--- config.mk ---
export PLATFORM = sky130hd
export DESIGN_NAME = frame_streamer
export DESIGN_NICKNAME = d
export VERILOG_FILES = /design/src/rtl/frame_streamer.sv
export SDC_FILE = /design/constraint.sdc
export NUM_CORES = 1
export LEC_CHECK = 0
export ABC_CLOCK_PERIOD_IN_PS = 4900
export BUFFER_PORTS_ARGS = -buffer_cell sky130_fd_sc_hd__buf_4
export CAP_MARGIN = 20
export CORE_ASPECT_RATIO = 1.2
export CORE_MARGIN = 5
export CORE_UTILIZATION = 30
export DETAILED_ROUTE_END_ITERATION = 7
export PLACE_DENSITY = 0.6
export SLEW_MARGIN = 30
export SYNTH_ARGS = -nofsm -noshare
export SYNTH_HDL_FRONTEND = slang
export SYNTH_SLANG_ARGS = --single-unit
--- constraint.sdc ---
create_clock -name clk -period 4.9 [get_ports clk]
set_input_delay 0.49 -clock clk [delete_from_list [all_inputs] [get_ports clk]]
set_output_delay 0.49 -clock clk [all_outputs]
set_load 0.01 [all_outputs]
--- src/rtl/frame_streamer.sv ---
// Snapshots a 4x4 frame of words on start and streams them over a valid/ready link.
// Optional `FRAME_STREAM_CHK_EN` appends an XOR checksum word (index 16) after the last data word.
module frame_streamer #(
  parameter int DATA_W    = 32,
  parameter int NUM_WORDS = 16,
  parameter bit COL_MAJOR = 1'b0
) (
  input  logic                        clk,
  input  logic                        rst_n,
  input  logic [NUM_WORDS*DATA_W-1:0] frame_in,
  input  logic                        start,
  output logic [DATA_W-1:0]           out_data,
  output logic [4:0]                  out_index,
  output logic                        out_valid,
  input  logic                        out_ready,
  output logic                        out_last,
  output logic                        busy,
  output logic                        done
);

`ifdef FRAME_STREAM_CHK_EN
  localparam bit CHK_EN = 1'b1;
`else
  localparam bit CHK_EN = 1'b0;
`endif

  localparam int CNT_W = $clog2(NUM_WORDS);

  localparam logic [1:0] IDLE = 2'd0;
  localparam logic [1:0] SEND = 2'd1;
  localparam logic [1:0] CHK  = 2'd2;
  localparam logic [1:0] DONE = 2'd3;

  logic [1:0]        state;
  logic [CNT_W-1:0]  cnt;
  logic [DATA_W-1:0] snap [NUM_WORDS];
  logic [CNT_W-1:0]  order_idx;
  logic [DATA_W-1:0] checksum;
  logic              fire;
  logic              cnt_max;

  // On the 4x4 grid, column-major order just swaps the row and column halves of cnt.
  assign order_idx = COL_MAJOR ? {cnt[1:0], cnt[3:2]} : cnt;
  assign cnt_max   = (cnt == CNT_W'(NUM_WORDS - 1));
  assign fire      = out_valid && out_ready;

  always_comb begin
    checksum = '0;
    for (int i = 0; i < NUM_WORDS; i++) begin
      checksum = checksum ^ snap[i];
    end
  end

  // NOTE: sequential state uses non-blocking assignments so every register sees pre-edge values.
  always_ff @(posedge clk or negedge rst_n) begin
    if (!rst_n) begin
      state <= IDLE;
      cnt   <= '0;
      // NOTE: the snapshot is reset on purpose; out_data must read 0 and no stale frame may survive reset.
      for (int i = 0; i < NUM_WORDS; i++) begin
        snap[i] <= '0;
      end
    end else begin
      case (state)
        IDLE: begin
          if (start) begin
            for (int i = 0; i < NUM_WORDS; i++) begin
              snap[i] <= frame_in[i*DATA_W +: DATA_W];
            end
            cnt   <= '0;
            state <= SEND;
          end
        end
        SEND: begin
          if (fire) begin
            if (cnt_max) begin
              state <= CHK_EN ? CHK : DONE;
            end else begin
              cnt <= cnt + 1'b1;
            end
          end
        end
        CHK: begin
          if (fire) begin
            state <= DONE;
          end
        end
        DONE:    state <= IDLE;
        default: state <= IDLE;
      endcase
    end
  end

  // NOTE: every output gets a default first so no branch can infer a latch.
  always_comb begin
    out_data  = '0;
    out_index = '0;
    out_valid = 1'b0;
    out_last  = 1'b0;
    case (state)
      SEND: begin
        out_valid = 1'b1;
        out_data  = snap[order_idx];
        out_index = 5'(order_idx);
        out_last  = cnt_max && !CHK_EN;
      end
      CHK: begin
        out_valid = 1'b1;
        out_data  = checksum;
        out_index = 5'(NUM_WORDS);
        out_last  = 1'b1;
      end
      default: ;
    endcase
  end

  assign busy = (state != IDLE);
  assign done = (state == DONE);

endmodule

==> flow_summary.yaml <==
status:
  status: "complete, no violations"
detailed_routing:
  wire_per_inst_um: 22.8
  wl_met3_um: 5910
  first_iter_violations: 825
  highest_layer: "met5"
  met1Wirelength_um: 32700
  drc: 0
  first_pass_iters: 6
  routed-wl-met2_um: 42900
  finalWirelength_um: 83600
  ant_nets: 0
  dr_total_vias: 17800
  via_per_inst: 4.87
worst_setup_path:
  crit_path_frequent_cell: "buf_4"
  r2r_end: "cnt[3]"
  rrSetupSlack_ns: 2.20
  reg2reg_depth: 7
  reg2reg_from: "cnt[0]"
  crit_type: "register to output port"
  path_depth: 6
  arrival_ns: 3.36
  critPathRequiredTime_ns: 4.41
  worst-path-max-fanout: 31
  crit_buf_inv: 2
  path_delay_family: "flip-flops"
  path_cells: "buf_4 -> mux4_2 -> a22o_1 -> a221oi_1 -> o22ai_1 -> buf_4"
  max_stage_delay_ns: 0.91
  end_kind: "output port"
  slowest_stage: "dfrtp_4"
  start_kind: "register"
sta:
  finalHoldViolations: 0
  fmaxAchievable_mhz: 260
  worst_slew_pin_slew_ns: 0.976
  rsz0062_at_grt: "false"
  maxSlewHeadroom: 0.350
  skew_ns: 0.0132
  final.period_utilization: 0.786
  finalSetupTns_ns: 0
  slew_violations: 0
  layout_min_cycle_time_ns: 3.85
  setup_viol: 0
floorplanning:
  ios: 557
  fp-row-count: 121
  die_h_um: 341
  dieArea_sq_um: 97600
  start_util: 0.302
  coreArea_sq_um: 90700
  fp.dieW_um: 286
placement:
  globalplace.congestion: 0.830
  dpl.hpwl_um: 62700
  dp.cells: 3546
  port_buffers: 556
worst_hold_path:
  hold_path.startpoint: "frame_in[401]"
  holdPathEnd: "snap[113]"
  hold_class: "primary input to register"
  holdPathStages: 2
clock_network:
  root_buffer: "clkbuf_16"
  cts.clk_slew.worst_paths_ns: 0.06
  cts_buffer_depth: 3
  htree_num_levels: 2
  clock_latency_ns: 0.62
  cts_made_buffers: 58
  cts.sinks: 518
  cts_tree: "done"
power_and_ir_drop:
  comb_power_share: 0.546
  p_sw_w: 0.0108
  p_seq_frac: 0.299
  p_clk_frac: 0.156
  p_per_area_nw_per_um2: 854
  swShare: 0.358
  cell_internal_pwr_w: 0.0193
  irDropWorstVdd_mv: 0.324
  p_leak_nw: 14.7
grt:
  grt_overflow: 0
  antenna_found_initial: 25
  grt_pass1_vias: 19900
  grt_max_degree: 123
  grt_first_pass_wirelength_um: 125000
  gr-usage-all-layers: 0.167
synthesis:
  ys_warn_count: 0
  yosysTopAreaCellShare: 0.473
  synthCells: 1887
  syn-num-nets: 2410
  netlist_area_sq_um: 27400
  async_reset_ff_frac: 1.00
  yosysTopAreaCell: "dfrtp_1"
  synth-seq-area-share: 0.473
  synthDistinctLibCells: 32
  ys.flop_type: "dfrtp_1"
  synth-edff-count: 0
  netlist_top_cells_area: "dfrtp_1, mux2_2, xnor2_1"
  syn_area_per_cell_sq_um: 14.5
  ys_ff_latch: 518
final_layout:
  final_common_cell: "buf_4"
  area_delta_synth_final_pct: 28.2
  drive_gt1_frac: 0.540
  nFillCells: 8528
  layoutNonFillerInstCount: 3667
  finalCoreUtilization: 0.388
  mostFrequentLayoutCells: "buf_4, dfrtp_1, mux2_2"
  layout.nets: 2963
job:
  drv_cap: 0
sequential cells by signal (all words and copies together) (netlist names):
signal and cells:
cnt 4, snap 512, state 2
kinds of logic (layout without fill, tap and decap cells):
logic type	Yosys count	count (layout)	share of synthesized area
muxes	642	642	0.317
DFF	518	518	0.473
xor gates and xnor gates	480	480	0.153
buffers and inverters	112	712	0.0200
AOI/OAI and AO/OA	108	108	0.0307
and+or+nand+nor	20	20	0.00333
adders and majority gates	7	7	0.00319
other	0	12	0
cell usage after synthesis, types with 2 or more instances:
master      n
a21oi_1     2
a221oi_1   32
a22o_1     33
and3_1      3
buf_2      50
buf_6       6
clkbuf_1   48
dfrtp_1   518
ha_1        7
inv_1       5
mux2_2    513
mux4_1      5
mux4_2    123
nand2_1     8
nor2_1      5
o21ai_0     4
o22ai_1    32
xnor2_1   416
xor2_1     64
worst register-to-register path: stages (launching register included):
cell and delay [ns]:
dfrtp_4 0.91, buf_4 0.35, ha_1 0.22, nand2_1 0.10, o21a_1 0.24, o21ai_0 0.49
o21ai_0 0.18, a21oi_1 0.14
final cells by class:
cell class	count	area, sq um	area share
clock inverter	27	364	0.0104
antenna	12	30.0	0.000854
sequential	518	13000	0.369
inverter	5	18.8	0.000534
multi-input combinational	1257	13900	0.397
timing repair buffer	600	4660	0.133
tap	1168	1460	0.0416
clock buffer	80	1700	0.0482
through the flow:
step | setup slack [ns] | hold WS, ns | power (W) | cell area [sq um]
floorplan | 2.60 | 0.194 | 0.0217 | 27400
global placement | 1.60 | 0.531 | 0.0251 | 33000
detailed placement | 1.62 | 0.537 | 0.0255 | 33000
CTS | 0.920 | 0.0373 | 0.0304 | 35100
global route | 0.835 | 0.0577 | 0.0320 | 35100
finish | 1.05 | 0.103 | 0.0300 | 35100
worst max path at each step:
stage                start           end  slack (ns)
detailed placement  cnt[0]  out_data[17]        1.62
CTS                 cnt[0]  out_data[23]        0.92
global route        cnt[0]  out_data[21]        0.83
finish              cnt[0]  out_data[21]        1.05
floorplan           cnt[0]  out_data[12]        2.60
global placement    cnt[0]  out_data[22]        1.60
metal layers:
layer | vias up | track usage
met5 | - | 0
met4 | 24 | 0.0458
met3 | 131 | 0.0479
met2 | 506 | 0.290
met1 | 9225 | 0.202
li1 | 7957 | -
power by group through the flow:
stage	combinational, W	sequential, W	clock (W)
2_1_floorplan	0.0137	0.00798	0
3_3_place_gp	0.0162	0.00894	0
3_5_place_dp	0.0165	0.00905	0
4_1_cts	0.0166	0.00898	0.00483
5_1_grt	0.0178	0.00924	0.00498
6_report	0.0164	0.00896	0.00467
repair_timing:
action | CTS | global route
hold endpoints to repair | 73 | 0
setup endpoints to repair | 0 | 0
buffers inserted | 0 | 0
gates resized for setup | 0 | 0
hold buffers | 1 | 0
(Power assumes the default switching activity.)
